### config.mk
export PLATFORM = sky130hd
export DESIGN_NAME = regfile_scoreboard
export DESIGN_NICKNAME = d
export VERILOG_FILES = /design/src/rtl/regfile_scoreboard.sv
export SDC_FILE = /design/constraint.sdc
export NUM_CORES = 1
export LEC_CHECK = 0
export CAP_MARGIN = 20
export CORE_MARGIN = 8
export CORE_UTILIZATION = 39
export CTS_BUF_LIST = sky130_fd_sc_hd__clkbuf_4 sky130_fd_sc_hd__clkbuf_8 sky130_fd_sc_hd__clkbuf_16
export CTS_CLUSTER_SIZE = 8
export DETAILED_ROUTE_END_ITERATION = 10
export PLACE_DENSITY = 0.52
export SYNTH_ARGS = -nofsm -noshare
export SYNTH_HDL_FRONTEND = slang
export SYNTH_SLANG_ARGS = --single-unit
### constraint.sdc
create_clock -name clk -period 16 [get_ports clk]
set_clock_uncertainty 0.1 [all_clocks]
set_input_delay 3.2 -clock clk [delete_from_list [all_inputs] [get_ports clk]]
set_output_delay 3.2 -clock clk [all_outputs]
set_load 0.05 [all_outputs]
### src/rtl/regfile_scoreboard.sv
// Two-write-port register file with same-cycle read bypass and a pending-bit scoreboard.
// Reads and stall are combinational; writes, issues and err take effect at the rising edge. No backpressure.
module regfile_scoreboard #(
    parameter int               DATA_W     = 16,
    parameter int               ADDR_W     = 4,
    parameter int               RESULT_IDX = 0,
    parameter int               ZERO_IDX   = 1,
    parameter int               SP_IDX     = 15,
    parameter logic [DATA_W-1:0] SP_INIT   = 16'hFFFE
) (
    input  logic              clk,
    input  logic              reset,
    input  logic [ADDR_W-1:0] rd_addr_a,
    input  logic [ADDR_W-1:0] rd_addr_b,
    input  logic              rd_use_a,
    input  logic              rd_use_b,
    output logic [DATA_W-1:0] rd_data_a,
    output logic [DATA_W-1:0] rd_data_b,
    input  logic              wa_en,
    input  logic [ADDR_W-1:0] wa_addr,
    input  logic [DATA_W-1:0] wa_data,
    input  logic              wb_en,
    input  logic [ADDR_W-1:0] wb_addr,
    input  logic [DATA_W-1:0] wb_data,
    input  logic              iss_en,
    input  logic [ADDR_W-1:0] iss_addr,
    output logic              stall,
    output logic [ADDR_W:0]   pend_count,
    output logic              err,
    output logic [DATA_W-1:0] result_reg
);

    localparam int NUM_REGS = 2 ** ADDR_W;
    localparam logic [ADDR_W-1:0] ZERO_A = ADDR_W'(ZERO_IDX);

    logic [NUM_REGS-1:0][DATA_W-1:0] regs_q, regs_d;
    logic [NUM_REGS-1:0]             pend_q, pend_d;
    logic                            err_q, err_d;
    logic                            iss_vld;
    logic                            iss_cleared;
    logic                            hazard_a, hazard_b;
    logic [ADDR_W:0]                 pend_cnt;

    // Bypass order: zero register first, then port B, then port A, then storage.
    function automatic logic [DATA_W-1:0] read_port(
        input logic [ADDR_W-1:0]             addr,
        input logic                          a_en,
        input logic [ADDR_W-1:0]             a_addr,
        input logic [DATA_W-1:0]             a_data,
        input logic                          b_en,
        input logic [ADDR_W-1:0]             b_addr,
        input logic [DATA_W-1:0]             b_data,
        input logic [NUM_REGS-1:0][DATA_W-1:0] regs
    );
        logic [DATA_W-1:0] val;
        if (addr == ZERO_A) begin
            val = '0;
        end else if (b_en && b_addr == addr) begin
            val = b_data;
        end else if (a_en && a_addr == addr) begin
            val = a_data;
        end else begin
            val = regs[addr];
        end
        return val;
    endfunction

    function automatic logic written(input logic [ADDR_W-1:0] addr,
                                     input logic a_en, input logic [ADDR_W-1:0] a_addr,
                                     input logic b_en, input logic [ADDR_W-1:0] b_addr);
        return (a_en && a_addr == addr) || (b_en && b_addr == addr);
    endfunction

    always_comb begin
        rd_data_a = read_port(rd_addr_a, wa_en, wa_addr, wa_data, wb_en, wb_addr, wb_data, regs_q);
        rd_data_b = read_port(rd_addr_b, wa_en, wa_addr, wa_data, wb_en, wb_addr, wb_data, regs_q);
        hazard_a  = rd_use_a && pend_q[rd_addr_a] &&
                    !written(rd_addr_a, wa_en, wa_addr, wb_en, wb_addr);
        hazard_b  = rd_use_b && pend_q[rd_addr_b] &&
                    !written(rd_addr_b, wa_en, wa_addr, wb_en, wb_addr);
        stall     = hazard_a || hazard_b;
    end

    always_comb begin
        regs_d = regs_q;
        if (wa_en && wa_addr != ZERO_A) begin
            regs_d[wa_addr] = wa_data;
        end
        // Port B is applied last so it wins a same-address collision.
        if (wb_en && wb_addr != ZERO_A) begin
            regs_d[wb_addr] = wb_data;
        end
    end

    always_comb begin
        iss_vld     = iss_en && iss_addr != ZERO_A;
        iss_cleared = written(iss_addr, wa_en, wa_addr, wb_en, wb_addr);
        pend_d      = pend_q;
        if (wa_en) begin
            pend_d[wa_addr] = 1'b0;
        end
        if (wb_en) begin
            pend_d[wb_addr] = 1'b0;
        end
        // Set after clear: a new producer issued alongside the old writeback owns the register.
        if (iss_vld) begin
            pend_d[iss_addr] = 1'b1;
        end
        err_d = err_q || (iss_vld && pend_q[iss_addr] && !iss_cleared);
    end

    always_comb begin
        pend_cnt = '0;
        for (int i = 0; i < NUM_REGS; i++) begin
            pend_cnt = pend_cnt + {{ADDR_W{1'b0}}, pend_q[i]};
        end
    end

    always_ff @(posedge clk or posedge reset) begin
        if (reset) begin
            for (int i = 0; i < NUM_REGS; i++) begin
                regs_q[i] <= (i == SP_IDX && i != ZERO_IDX) ? SP_INIT : '0;
            end
            pend_q <= '0;
            err_q  <= 1'b0;
        end else begin
            regs_q <= regs_d;
            pend_q <= pend_d;
            err_q  <= err_d;
        end
    end

    assign pend_count = pend_cnt;
    assign err        = err_q;
    assign result_reg = (RESULT_IDX == ZERO_IDX) ? '0 : regs_q[RESULT_IDX];

endmodule

==> out/qor.log, run 1 <==
INFO  status         result_of_the_run=finished clean
INFO  power_and_ir_drop share_of_total_power_in_the_clock_network=0.291
INFO  setup_path     critical_path.max_stage_delay=0.85ns
INFO  power_and_ir_drop ir_worst_vdd=0.0002287V
INFO  yosys          postSynth.asyncResetShare=1.000
INFO  placement      post-dp-hpwl=42.14mm
INFO  floorplanning  fp.coreArea=47750µm²
INFO  timing         layout_worst_path_cycle_share=0.6523
INFO  power_and_ir_drop internal_power=1.910mW
INFO  final_layout   area.growth.synth_to_final=12.44%
INFO  clocking       clock_path_buffers=3
INFO  routing        via_count=14368
INFO  power_and_ir_drop leakage=8.695nW
INFO  placement      standard_cell_area_after_detailed_placement=19930µm²
INFO  timing         fin_worst_hold_slack=0.2889ns
INFO  floorplanning  floorplan.io_pins=114
INFO  floorplanning  dieHeight=236.1µm
INFO  flow_run       max_cap_viol_count=0
INFO  yosys          syn_area_per_cell=10.65µm²
INFO  timing         finalSetupTns=0ns
INFO  power_and_ir_drop power.share.combinational=0.375
INFO  setup_path     crit_path_cell_trace=buf_4 -> buf_4 -> xnor2_1 -> nand2_1 -> nor4_4 -> nor3b_4 -> a221o_1 -> clkdlybuf4s50_1
INFO  power_and_ir_drop cellPowerDensity=142.1nW/µm²
INFO  timing         rsz0062_at_grt=false
INFO  routing        via_per_inst=6.009
INFO  setup_path     worst_ep_arrival_time=7.14ns
INFO  floorplanning  std_cell_rows=80
INFO  grt            globalRouteTotalUtil=0.2386
INFO  yosys          synth_edf_count=0
INFO  setup_path     worstSetupPathType=in2out
INFO  clocking       cts.repair.resized=0
INFO  routing        drcViolationCount=0
INFO  yosys          synth_compound_gate_area_share=0.1197
INFO  yosys          synth_top_family_by_area=multiplexers
INFO  power_and_ir_drop power.share.sequential=0.334
INFO  setup_path     worst_path_required=12.70ns
INFO  floorplanning  floorplan.die_area=55720µm²
INFO  yosys          ys.flop_type=sky130_fd_sc_hd__dfrtp_1
INFO  yosys          post_synthesis_cells=1773
INFO  setup_path     critical-path-top-delay-family=buffers and inverters
INFO  timing         worst_slew_margin_rel=0.2177
INFO  timing         worst_slew_pin_slew=1.171ns
INFO  setup_path     crit_path_end_kind=output port
INFO  timing         layout_min_cycle_time=10.44ns
INFO  routing        drt_first_iter_violations=1464
INFO  setup_path     worst_path_max_delay_cell=sky130_fd_sc_hd__clkdlybuf4s50_1
INFO  power_and_ir_drop net-switching-power=1.107mW
INFO  clocking       cts_setup_buffers=0
INFO  power_and_ir_drop netSwitchingFraction=0.3670
INFO  clocking       cts_tree=built
INFO  yosys          ys_ff_latch=273
INFO  final_layout   layout.cells.most_common_list=sky130_fd_sc_hd__mux2i_1 (277), sky130_fd_sc_hd__dfrtp_1 (258), sky130_fd_sc_hd__a21oi_1 (196), sky130_fd_sc_hd__nor2_1 (172), sky130_fd_sc_hd__mux4_2 (122)
INFO  clocking       cts.htree.levels=2
INFO  final_layout   most_common_library_cell_in_the_layout_ignoring_fill_and_taps=sky130_fd_sc_hd__mux2i_1
INFO  yosys          yosys.area_share.adder=0.01391
INFO  grt            number_of_global_route_vias_before_repair=14247
INFO  grt            grt_pass1_wl=100.6mm
INFO  yosys          post_synth_mux_area_share=0.3186
INFO  setup_path     worst-path-buf-inv=3
INFO  routing        route.detailed.wl_per_inst=28.33µm
INFO  clocking       clk_transition_reported_paths=0.06ns
INFO  yosys          synthXorXnorAreaFrac=0.01113
INFO  timing         fmax=95.82MHz
INFO  power_and_ir_drop finalPower=3.017mW
INFO  yosys          syn_area=18880µm²
INFO  routing        antenna_left=0
INFO  clocking       count_of_clock_tree_sinks=273
INFO  routing        drt-total-wl=67.73mm
INFO  setup_path     critical_path_peak_fanout=38
INFO  timing         setup_viol=0
INFO  yosys          synth_sequential_area_ratio=0.3628
INFO  setup_path     worst_setup_path_start_kind=input port
INFO  clocking       clock_latency=0.56ns
INFO  clocking       count_of_hold_buffers_inserted_by_post_cts_repair=0
INFO  routing        firstDrtPassIters=5
INFO  final_layout   post_route_cells_drive_above_1_share=0.1819
INFO  floorplanning  floorplan.initialDensity=0.3955
INFO  grt            grt_max_degree=150
INFO  yosys          synthesis.nets=1847
INFO  yosys          ys.warnings.count=0
INFO  final_layout   n_antenna_cell=0
INFO  grt            grt-ovfl-total=0
INFO  yosys          netlist-cell-type-count=58
INFO  final_layout   post-route-cell-area=21230µm²
INFO  min_path       min-delay-path-class=reg2reg
INFO  yosys          synth_simple_gate_area_share=0.1018
INFO  grt            antenna_found_initial=0
INFO  placement      buffer_ports.inserted=113
INFO  timing         final_hold_viol_count=0
INFO  timing         slew_violations=0
INFO  clocking       cts_made_buffers=40
INFO  placement      place.gp.congestion=0.8273
INFO  final_layout   largest_register_ff_count=240
INFO  floorplanning  die_w=236.1µm
INFO  final_layout   fillerInstances=4443
INFO  clocking       cell_at_the_root_of_the_clock_tree=sky130_fd_sc_hd__clkbuf_16
INFO  setup_path     timing.critical_path.mode_cell=sky130_fd_sc_hd__buf_4
INFO  final_layout   final_stage_net_count=1818
## power groups by stage
stage	sequential (mW)	clock, mW	combinational (mW)
2_1_floorplan	0.957	0	0.881
3_3_place_gp	1.00	0	1.13
3_5_place_dp	1.01	0	1.14
4_1_cts	1.00	0.896	1.14
5_1_grt	1.03	0.919	1.21
6_report	1.01	0.879	1.13
## cell families after synthesis
logic type               count (synthesis)
AO/OA/AOI/OAI                          366
XOR/XNOR                                24
adder cells (fa/ha/maj)                 15
buffers and inverters                  264
flip-flops                             273
multiplexers                           419
AND/OR/NAND/NOR                        412
## cell usage after synthesis, types with 10 or more instances
cell type,count,share of area
sky130_fd_sc_hd__o21ai_0,55,0.015
sky130_fd_sc_hd__inv_1,28,0.0056
sky130_fd_sc_hd__buf_1,13,0.0026
sky130_fd_sc_hd__xnor2_1,11,0.0051
sky130_fd_sc_hd__clkbuf_1,118,0.023
sky130_fd_sc_hd__buf_2,46,0.012
sky130_fd_sc_hd__and2_1,61,0.020
sky130_fd_sc_hd__mux4_2,122,0.15
sky130_fd_sc_hd__dfrtp_1,258,0.34
sky130_fd_sc_hd__buf_4,32,0.013
sky130_fd_sc_hd__mux4_1,18,0.025
sky130_fd_sc_hd__nand3_1,11,0.0029
sky130_fd_sc_hd__mux2i_1,277,0.15
sky130_fd_sc_hd__buf_6,13,0.0078
sky130_fd_sc_hd__a21oi_1,196,0.052
sky130_fd_sc_hd__a221o_1,32,0.017
sky130_fd_sc_hd__dfstp_2,15,0.021
sky130_fd_sc_hd__a211oi_2,29,0.019
sky130_fd_sc_hd__fa_1,10,0.011
sky130_fd_sc_hd__nor2_1,172,0.034
sky130_fd_sc_hd__nand2_1,117,0.023
sky130_fd_sc_hd__xor2_1,13,0.0060
sky130_fd_sc_hd__o21ai_1,39,0.010
## metrics by stage
stage               cells  utilization  worst slack [ns]
global route         2391       0.4447             5.289
global placement     2317       0.4174             5.496
floorplan            1773            -             5.201
finish               2391       0.4447             5.564
detailed placement   2317       0.4174             5.507
CTS                  2391       0.4447             5.496
## final cells by class
class                   instances  area, µm²  share of cell area
clock buffers                  71       1257             0.05922
clock inverters                 3      47.55            0.002239
inverters                      28      112.6            0.005303
multi-input cells            1236      10690              0.5033
flip-flops and latches        273       6850              0.3226
well taps                     615      769.5             0.03624
repair buffers                165       1509             0.07106
## per-layer routing
metal  wire length (µm)  vias to the layer above  global-route usage
met4               1626                        0             0.06688
met3               3881                       99             0.03719
met5                  0                        -                   0
met1              30450                     7413              0.3341
met2              31780                      529              0.3803
li1                   -                     6327                   -
## worst register-to-register path, cell delays in order, from the launching register on
cell and delay [ns]:
sky130_fd_sc_hd__dfrtp_1 0.45, sky130_fd_sc_hd__mux4_2 0.47, sky130_fd_sc_hd__nor2b_1 0.14, sky130_fd_sc_hd__a211oi_1 0.22, sky130_fd_sc_hd__a21oi_1 0.07, sky130_fd_sc_hd__a41o_1 0.25
## final timing paths
check / from / endpoint / slack (ns) / cells past startpoint
max in group asynchronous: reset / regs_q[170] / 11.30 / 3
min in group asynchronous: reset / err / 3.08 / 2
setup / recovery: rd_addr_a[0] / rd_data_a[5] / 5.56 / 8
hold / removal: regs_q[19] / regs_q[19] / 0.29 / 0
hold reg to reg: regs_q[19] / regs_q[19] / 0.29 / 0
setup reg to reg: pend_q[0] / err / 14.19 / 5
No activity file was read; power rests on OpenSTA's default activity.
==> run 2: changes to the inputs <==
- clock period: 16 -> 10.3 ns (I/O delays scaled with it)
==> out/qor.log, run 2 (synthesis results as in run 1) <==
INFO  placement      buffer_ports.inserted=113 [unchanged]
INFO  setup_path     worst_path_required=8.14ns [was 12.70 ns]
INFO  min_path       holdPathEnd=regs_q[28] [was regs_q[19]]
INFO  final_layout   final_stage_net_count=1811 [was 1818]
INFO  final_layout   area.growth.synth_to_final=12.03% [was 12.44%]
INFO  min_path       min-delay-path-class=reg2reg [unchanged]
INFO  clocking       cell_at_the_root_of_the_clock_tree=sky130_fd_sc_hd__clkbuf_16 [unchanged]
INFO  timing         layout_worst_path_cycle_share=0.7796
INFO  final_layout   most_common_library_cell_in_the_layout_ignoring_fill_and_taps=sky130_fd_sc_hd__mux2i_1 [unchanged]
INFO  placement      place.gp.congestion=0.8486 [was 0.8273]
INFO  setup_path     worst_path_max_delay_cell=sky130_fd_sc_hd__clkdlybuf4s50_1 [unchanged]
INFO  timing         slew_violations=0 [unchanged]
INFO  clocking       cts.repair.resized=0 [unchanged]
INFO  clocking       clk_transition_reported_paths=0.05ns [was 0.06 ns]
INFO  power_and_ir_drop netSwitchingFraction=0.3717 [was 0.3670]
INFO  grt            antenna_found_initial=2 [was 0]
INFO  timing         rsz0062_at_grt=false [unchanged]
INFO  setup_path     timing.critical_path.mode_cell=sky130_fd_sc_hd__clkdlybuf4s50_1 [was sky130_fd_sc_hd__buf_4]
INFO  power_and_ir_drop ir_worst_vdd=0.0003733V [was 0.0002287 V]
INFO  timing         final_hold_viol_count=0 [unchanged]
INFO  timing         setup_viol=0 [unchanged]
INFO  power_and_ir_drop power.share.combinational=0.379 [was 0.375]
INFO  clocking       clock_path_buffers=3 [unchanged]
INFO  setup_path     crit_path_cell_trace=clkdlybuf4s50_1 -> xor2_1 -> nor4_4 -> nor3b_4 -> a221o_1 -> clkdlybuf4s50_1 [was buf_4 -> buf_4 -> xnor2_1 -> nand2_1 -> nor4_4 -> nor3b_4 -> a221o_1 -> clkdlybuf4s50_1]
INFO  setup_path     worst-path-buf-inv=2 [was 3]
INFO  final_layout   largest_register_ff_count=240 [unchanged]
INFO  min_path       worst_hold_launch=regs_q[28] [was regs_q[19]]
INFO  flow_run       max_cap_viol_count=0 [unchanged]
INFO  power_and_ir_drop net-switching-power=1.737mW [was 1.107 mW]
INFO  final_layout   post_route_cells_drive_above_1_share=0.1778 [was 0.1819]
INFO  power_and_ir_drop finalPower=4.673mW [was 3.017 mW]
INFO  placement      post-dp-hpwl=42.59mm [was 42.14 mm]
INFO  clocking       cts_tree=built [unchanged]
INFO  grt            grt_pass1_wl=99.57mm [was 100.6 mm]
INFO  clocking       cts_made_buffers=40 [unchanged]
INFO  grt            number_of_global_route_vias_before_repair=14006 [was 14247]
INFO  setup_path     regToRegStartpoint=pend_q[3] [was pend_q[0]]
INFO  timing         layout_min_cycle_time=8.029ns
INFO  grt            grt_max_degree=148 [was 150]
INFO  grt            globalRouteTotalUtil=0.2386 [about the same]
INFO  timing         fmax=124.5MHz
INFO  power_and_ir_drop leakage=8.641nW [was 8.695 nW]
INFO  floorplanning  std_cell_rows=80 [unchanged]
INFO  setup_path     r2r.worst_path.cells=5 [unchanged]
INFO  clocking       count_of_clock_tree_sinks=273 [unchanged]
INFO  routing        drt_first_iter_violations=1566 [was 1464]
INFO  clocking       cts_setup_buffers=0 [unchanged]
INFO  final_layout   fillerInstances=4461 [was 4443]
INFO  setup_path     crit_path_end_kind=output port [unchanged]
INFO  status         result_of_the_run=finished clean [unchanged]
INFO  setup_path     worst_ep_arrival_time=5.87ns [was 7.14 ns]
INFO  timing         worst_slew_pin_slew=1.098ns [was 1.171 ns]
INFO  setup_path     critical_path.max_stage_delay=1.04ns [was 0.85 ns]
INFO  clocking       cts.htree.levels=2 [unchanged]
INFO  floorplanning  fp.coreArea=47750µm² [unchanged]
INFO  routing        firstDrtPassIters=5 [unchanged]
INFO  min_path       min_delay_path_depth=0 [unchanged]
INFO  routing        via_per_inst=6.016 [was 6.009]
INFO  final_layout   fin_util=0.4431 [was 0.4447]
INFO  clocking       clock_latency=0.56ns [about the same]
INFO  setup_path     critical-path-top-delay-family=buffers and inverters [unchanged]
INFO  floorplanning  die_w=236.1µm [unchanged]
INFO  setup_path     rr_endpoint=err [unchanged]
INFO  routing        drcViolationCount=0 [unchanged]
INFO  floorplanning  floorplan.initialDensity=0.3955 [unchanged]
INFO  floorplanning  floorplan.die_area=55720µm² [unchanged]
INFO  setup_path     worst_setup_path_start_kind=input port [unchanged]
INFO  grt            grt-ovfl-total=0 [unchanged]
INFO  routing        antenna_left=0 [unchanged]
INFO  floorplanning  dieHeight=236.1µm [unchanged]
INFO  setup_path     critical_path_peak_fanout=16 [was 38]
INFO  timing         finalSetupTns=0ns [unchanged]
INFO  timing         worst_slew_margin_rel=0.2665 [was 0.2177]
INFO  power_and_ir_drop power.share.sequential=0.334 [about the same]
INFO  power_and_ir_drop cellPowerDensity=220.9nW/µm² [was 142.1 nW/µm²]
INFO  floorplanning  floorplan.io_pins=114 [unchanged]
INFO  power_and_ir_drop internal_power=2.936mW [was 1.910 mW]
INFO  routing        drt-total-wl=67.76mm [was 67.73 mm]
INFO  routing        route.detailed.wl_per_inst=28.45µm [was 28.33 µm]
INFO  setup_path     worstSetupPathType=in2out [unchanged]
INFO  clocking       count_of_hold_buffers_inserted_by_post_cts_repair=0 [unchanged]
INFO  final_layout   layout.cells.most_common_list=sky130_fd_sc_hd__mux2i_1 (277), sky130_fd_sc_hd__dfrtp_1 (258), sky130_fd_sc_hd__a21oi_1 (195), sky130_fd_sc_hd__nor2_1 (172), sky130_fd_sc_hd__mux4_2 (122) [was sky130_fd_sc_hd__mux2i_1 (277), sky130_fd_sc_hd__dfrtp_1 (258), sky130_fd_sc_hd__a21oi_1 (196), sky130_fd_sc_hd__nor2_1 (172), sky130_fd_sc_hd__mux4_2 (122)]
INFO  setup_path     r2r_slack=8.49ns [was 14.19 ns]
INFO  routing        via_count=14330 [was 14368]
INFO  power_and_ir_drop share_of_total_power_in_the_clock_network=0.287 [was 0.291]
run 2: cell types whose count changed in the layout (fill, tap and decap cells not counted):
cell / previous run / this run
sky130_fd_sc_hd__a21oi_2: 1 / 2
sky130_fd_sc_hd__buf_4: 55 / 47
sky130_fd_sc_hd__clkbuf_4: 29 / 27
sky130_fd_sc_hd__bufinv_16: 1 / 0
sky130_fd_sc_hd__a21oi_1: 196 / 195
sky130_fd_sc_hd__buf_12: 1 / 2
sky130_fd_sc_hd__diode_2: 0 / 1
run 2: worst max-delay path by stage:
stage,startpoint,end,slack [ns],depth (start not counted)
global placement,rd_addr_a[3],rd_data_a[5],2.40,6
floorplan,reset,err,0.64,1
detailed placement,rd_addr_a[3],rd_data_a[6],2.36,6
CTS,rd_addr_a[3],rd_data_a[6],2.35,6
finish,rd_addr_a[3],rd_data_a[6],2.27,6
global route,rd_addr_a[3],rd_data_a[6],2.27,6
run 2: power groups by stage:
stage               combinational (mW)  sequential, mW  clock [mW]
floorplan                         1.37            1.49           0
global placement                  1.75            1.56           0
detailed placement                1.77            1.57           0
CTS                               1.78            1.55        1.37
global route                      1.90            1.59        1.41
finish                            1.77            1.56        1.34
run 2: final cells by class:
type | count | area (µm²) | share of cell area
antenna | 1 | 2.502 | 0.0001183
clock buffer | 69 | 1242 | 0.05873
clock inverter | 2 | 17.52 | 0.0008280
inverter | 28 | 112.6 | 0.005323
multi-input combinational | 1236 | 10690 | 0.5054
sequential | 273 | 6850 | 0.3238
tap | 615 | 769.5 | 0.03637
timing repair buffer | 158 | 1469 | 0.06943
run 2: metrics by stage:
step | instance area, µm² | hold slack, ns | std cells | setup WS, ns
after detailed placement | 19890 | 0.2834 | 2310 | 2.357
after global routing | 21150 | 0.3011 | 2381 | 2.266
after global placement | 19890 | 0.2765 | 2310 | 2.400
after floorplan | 18880 | 0.3376 | 1773 | 0.6411
final | 21160 | 0.2914 | 2382 | 2.271
after CTS | 21150 | 0.2945 | 2381 | 2.352
run 2: per-layer routing:
metal	GRT usage	up-vias	part of all wire
li1	-	6318	-
met1	0.3198	7307	0.43
met2	0.3828	587	0.47
met3	0.05107	118	0.071
met4	0.07573	0	0.029
met5	0	-	0
